$ cat src/rtl/mem_arb.sv
// Two-requester arbiter (fetch read-only, data read/write) in front of mem_sys.
// Define MEM_ARB_TIMEOUT_EN to add a done watchdog and the sticky timeout_err output.
module mem_arb #(
  parameter int ADDR_W       = 32,
  parameter int DATA_W       = 32,
  parameter int MAX_D_STREAK = 4,
  parameter int TIMEOUT      = 100
) (
  input  logic              clk,
  input  logic              rst_n,
  input  logic              if_req,
  input  logic [ADDR_W-1:0] if_addr,
  output logic [DATA_W-1:0] if_rdata,
  output logic              if_done,
  input  logic              d_req,
  input  logic              d_wr,
  input  logic [ADDR_W-1:0] d_addr,
  input  logic [DATA_W-1:0] d_wdata,
  output logic [DATA_W-1:0] d_rdata,
  output logic              d_done,
  output logic [ADDR_W-1:0] m_addr,
  output logic [DATA_W-1:0] m_wdata,
  output logic              m_wr,
  output logic              m_rd,
  output logic              m_valid,
  input  logic [DATA_W-1:0] m_rdata,
  input  logic              m_done,
  input  logic              m_init_done,
  output logic              busy
`ifdef MEM_ARB_TIMEOUT_EN
  ,
  output logic              timeout_err
`endif
);

  typedef enum logic [1:0] {S_IDLE, S_BUSY, S_RELEASE} state_t;
  typedef enum logic [1:0] {OWN_NONE, OWN_IF, OWN_D} owner_t;

  localparam logic [3:0] STREAK_MAX = 4'(MAX_D_STREAK);
`ifdef MEM_ARB_TIMEOUT_EN
  localparam int CNT_W = $clog2(TIMEOUT + 1);
`endif

  // Every register lives here so reset is a single '0 (IDLE / OWN_NONE encode as 0).
  typedef struct packed {
    state_t            state;
    owner_t            owner;
    logic [3:0]        streak;
    logic [ADDR_W-1:0] addr;
    logic [DATA_W-1:0] wdata;
    logic              wr;
    logic              rd;
    logic              valid;
    logic [DATA_W-1:0] if_rdata;
    logic [DATA_W-1:0] d_rdata;
    logic              if_done;
    logic              d_done;
`ifdef MEM_ARB_TIMEOUT_EN
    logic [CNT_W-1:0]  cnt;
    logic              terr;
`endif
  } regs_t;

  regs_t r, rn;

  always_ff @(posedge clk or negedge rst_n) begin
    if (!rst_n) r <= '0;
    else        r <= rn;
  end

  always_comb begin
    rn         = r;
    rn.if_done = 1'b0;
    rn.d_done  = 1'b0;
`ifdef MEM_ARB_TIMEOUT_EN
    rn.cnt     = '0;
`endif
    case (r.state)
      S_IDLE: begin
        if (m_init_done) begin
          if (d_req && !(if_req && r.streak == STREAK_MAX)) begin
            rn.addr   = d_addr;
            rn.wdata  = d_wdata;
            rn.wr     = d_wr;
            rn.rd     = !d_wr;
            rn.valid  = 1'b1;
            rn.owner  = OWN_D;
            rn.streak = !if_req ? 4'd0 :
                        (r.streak == STREAK_MAX) ? r.streak : r.streak + 4'd1;
            rn.state  = S_BUSY;
          end else if (if_req) begin
            rn.addr   = if_addr;
            rn.wdata  = '0;
            rn.wr     = 1'b0;
            rn.rd     = 1'b1;
            rn.valid  = 1'b1;
            rn.owner  = OWN_IF;
            rn.streak = 4'd0;
            rn.state  = S_BUSY;
          end
        end
      end
      S_BUSY: begin
`ifdef MEM_ARB_TIMEOUT_EN
        rn.cnt = r.cnt + 1'b1;
`endif
        if (m_done) begin
          rn.valid = 1'b0;
          rn.wr    = 1'b0;
          rn.rd    = 1'b0;
          rn.state = S_RELEASE;
          if (r.owner == OWN_IF) begin
            rn.if_rdata = m_rdata;
            rn.if_done  = 1'b1;
          end else begin
            if (!r.wr) rn.d_rdata = m_rdata;
            rn.d_done = 1'b1;
          end
        end
`ifdef MEM_ARB_TIMEOUT_EN
        // Give up after TIMEOUT cycles of m_valid; the owner sees zero data.
        else if (r.cnt == CNT_W'(TIMEOUT - 1)) begin
          rn.valid = 1'b0;
          rn.wr    = 1'b0;
          rn.rd    = 1'b0;
          rn.terr  = 1'b1;
          rn.state = S_RELEASE;
          if (r.owner == OWN_IF) begin
            rn.if_rdata = '0;
            rn.if_done  = 1'b1;
          end else begin
            rn.d_rdata = '0;
            rn.d_done  = 1'b1;
          end
        end
`endif
      end
      S_RELEASE: begin
        // mem_sys may hold done for several cycles; wait for it to fall.
        if (!m_done) begin
          rn.state = S_IDLE;
          rn.owner = OWN_NONE;
        end
      end
      default: rn.state = S_IDLE;
    endcase
  end

  assign m_addr   = r.addr;
  assign m_wdata  = r.wdata;
  assign m_wr     = r.wr;
  assign m_rd     = r.rd;
  assign m_valid  = r.valid;
  assign if_rdata = r.if_rdata;
  assign d_rdata  = r.d_rdata;
  assign if_done  = r.if_done;
  assign d_done   = r.d_done;
  assign busy     = (r.state != S_IDLE);
`ifdef MEM_ARB_TIMEOUT_EN
  assign timeout_err = r.terr;
`endif

endmodule

$ cat config.mk
export PLATFORM = sky130hd
export DESIGN_NAME = mem_arb
export DESIGN_NICKNAME = d
export VERILOG_FILES = /design/src/rtl/mem_arb.sv
export SDC_FILE = /design/constraint.sdc
export NUM_CORES = 1
export LEC_CHECK = 0
export ABC_AREA = 1
export CAP_MARGIN = 20
export CELL_PAD_IN_SITES_DETAIL_PLACEMENT = 1
export CELL_PAD_IN_SITES_GLOBAL_PLACEMENT = 1
export CORE_ASPECT_RATIO = 0.9
export CORE_MARGIN = 2
export CORE_UTILIZATION = 32
export CTS_CLUSTER_DIAMETER = 30
export CTS_CLUSTER_SIZE = 30
export DETAILED_ROUTE_END_ITERATION = 8
export GPL_TIMING_DRIVEN = 0
export HOLD_SLACK_MARGIN = 0.05
export PLACE_DENSITY_LB_ADDON = 0.1
export SKIP_CTS_REPAIR_TIMING = 1
export SLEW_MARGIN = 20
export SYNTH_ARGS = -nofsm -noshare
export SYNTH_HDL_FRONTEND = slang
export SYNTH_SLANG_ARGS = --single-unit
export TNS_END_PERCENT = 50
$ cat constraint.sdc
create_clock -name clk -period 1.7 [get_ports clk]
set_input_delay 0.34 -clock clk [delete_from_list [all_inputs] [get_ports clk]]
set_output_delay 0.34 -clock clk [all_outputs]
set_load 0.01 [all_outputs]
==> qor.yml <==
status: "completed"
period_share: 0.972
placed_cell_area_sq_um: 10300
fmax_ghz: 0.605
design.die.area_sq_um: 23800
die_w_microns: 163
hold_path.class: "in -> reg"
max_cap_violations: 0
nets: 1339
antenna_left: 0
hold_ws_ns: 0.401
antenna_found_initial: 0
setup_tns_ns: 0
power_w: 0.0181
drive_gt1_frac: 0.251
grt_pass1_wl_mm: 35.4
cp_cell_sequence: "inv_2 > ha_2 > nand2_1 > inv_2 > nand2_4 > nand2_8 > nor2_4 > buf_6 > nand2_1 > nand2_1"
wl_per_cell_microns: 14.8
path_max_fanout: 10
synth_cells: 906
postSynthAreaPerCell_sq_um: 7.99
power-per-cell-area_nw_per_um2: 1650
endpoint_kind: "register"
dpl.cell_count: 1471
fin_worst_skew_ns: 0.00666
grtUsageTotal: 0.190
worst_setup_path_start_kind: "register"
synth_nets: 1043
clock_sinks: 141
netlist_area_sq_um: 7240
fp.coreArea_sq_um: 22300
crit_top_cell: "nand2_1"
start_util: 0.324
clockBufferDepth: 2
slew_viol_final: 0
worst_ep_arrival_time_ns: 2.01
maxSlewHeadroom: 0.632
area_growth_pct: 50.9
regToRegSetupSlack_ns: 0.05
chipHeight_microns: 147
finalHoldViolations: 0
ys_warn_count: 0
tightest_slew_ns: 0.553
period_minus_slack_ns: 1.65
cts_root_buffer: "clkbuf_16"
ir_drop_mv: 0.704
grt_max_degree: 77
crit_path_max_incr_delay_ns: 0.39
overflow: 0
diodes: 0
synth_seq_cells: 141
required_ns: 2.06
dr.pass1.iters: 4
insertion_delay_ns: 0.42
ioPinCount: 269
p_leak_nw: 6.29
hpwl_mm: 16.1
numCtsBuffers: 17
crit_family: "simple AND/OR/NAND/NOR gates"
final_cells: 1510
use_met1: 0.235
io_buffers: 267
viasPerCell: 4.31
cts_tree: "yes"
totalWireLength_mm: 22.3
num_rows: 52
htreeDepth: 4
use_met3: 0.0690
grt_pass1_vias: 6845
ys_seq_area_frac: 0.488
setup_viol: 0
design_area_sq_um: 10900
grt.busiest_layer: "met2"
clkTransAtPathRegs_ns: 0.06
synth_cell_types: 19
initialDrtViolationCount: 222
drc_errors: 0
groute.layer.met2.usage: 0.312
routabilityCongestion: 0.763
slowest_stage: "dfrtp_1"
crit_type: "reg -> reg"
path_buf_inv: 3
vias: 6511
[stage by stage]
| stage | utilization | worst slack, ns |
|---|---|---|
| after floorplan | - | 0.252 |
| after global placement | 0.461 | -6.06 |
| after detailed placement | 0.462 | -0.410 |
| after CTS | 0.491 | -0.327 |
| after global routing | 0.489 | -0.0352 |
| final | 0.489 | 0.0472 |
[logic make-up (layout without fill, tap and decap cells)]
| family | after synthesis | count (layout) | share of synthesized area |
|---|---|---|---|
| flip-flops | 141 | 141 | 0.488 |
| AND/OR/NAND/NOR | 444 | 444 | 0.251 |
| adder cells (fa/ha/maj) | 2 | 2 | 0.00346 |
| XOR/XNOR | 1 | 1 | 0.00121 |
| buffers and inverters | 250 | 557 | 0.209 |
| AO/OA/AOI/OAI | 68 | 68 | 0.0470 |
[path summary, 6_finish.rpt]
kind,startpoint,to,cells past startpoint
worst max-delay path,r[133]$_DFFE_PN0P_,m_wdata[12]$_DFFE_PN0P_,10
worst max register to register,r[133]$_DFFE_PN0P_,m_wdata[12]$_DFFE_PN0P_,10
min in group asynchronous,rst_n,m_addr[19]$_DFFE_PN0P_,2
worst min-delay path,d_req,r[133]$_DFFE_PN0P_,3
max in group asynchronous,rst_n,m_wdata[4]$_DFFE_PN0P_,3
worst min register to register,m_wdata[13]$_DFFE_PN0P_,m_wdata[13]$_DFFE_PN0P_,2
[layer usage]
| layer | wire, microns | share of wire | up-vias |
|---|---|---|---|
| li1 | - | - | 3244 |
| met1 | 9680 | 0.43 | 3067 |
| met2 | 10500 | 0.47 | 178 |
| met3 | 1750 | 0.078 | 22 |
| met4 | 331 | 0.015 | 0 |
| met5 | 0 | 0 | - |
[cell usage after synthesis]
library cell	number	area (sq um)
nand4_1	1	6.26
nor2_1	10	37.5
nor2_4	5	56.3
xnor2_1	1	8.76
nand2_1	354	1330
buf_2	5	25.0
inv_2	3	11.3
nand3_1	70	350
buf_6	9	101
a21oi_1	1	5.00
buf_4	134	1010
nand3_4	1	17.5
o21ai_0	67	335
inv_1	78	293
nand3_2	1	10.0
dfrtp_1	141	3530
nand2_2	2	12.5
clkbuf_1	21	78.8
ha_1	2	25.0
[sequential cells by signal, indices dropped and copies added (netlist names)]
signal / cells
d_done: 1
d_rdata: 32
if_done: 1
if_rdata: 32
m_addr: 32
m_rd: 1
m_valid: 1
m_wdata: 32
m_wr: 1
r: 8
[tightest hold or removal path, delay by kind of cell]
kind,cells,cell delay (ns)
AOI/OAI and AO/OA,1,0.10
buffers and inverters,1,0.19
and+or+nand+nor,1,0.14
[cell type report]
type	count	area (sq um)
well taps	297	372
repair buffers	277	2630
clock buffers	19	443
clock inverters	11	193
flip-flops and latches	141	3530
inverters	81	304
plain buffers	169	1240
multi-input cells	515	2220
fillers	2675	11400
[where the power goes]
part           leakage [nW]  switching [W]  internal, W  total (W)
clock network         0.305        0.00146      0.00262    0.00408
registers              1.79       0.000812      0.00486    0.00568
logic                  4.19        0.00363      0.00467    0.00830
total                  6.29        0.00590       0.0122     0.0181
[cell usage in the layout, fill, tap and decap left out, types with 2 or more instances in the layout]
cell type and n:
clkbuf_1 18, buf_2 6, nand2_2 2, nand2_1 352
clkinv_4 2, clkdlybuf4s50_1 134, clkbuf_2 3, buf_8 2
clkinv_2 2, clkbuf_16 17, nor2_1 10, dlymetal6s2s_1 37
o21ai_0 67, buf_6 11, nand3_1 70, dfrtp_2 2
clkinvlp_4 2, inv_1 76, dfrtp_1 139, nor2_4 5
bufinv_16 5, buf_4 233, inv_2 5
No activity file was read; power rests on OpenSTA's default activity.
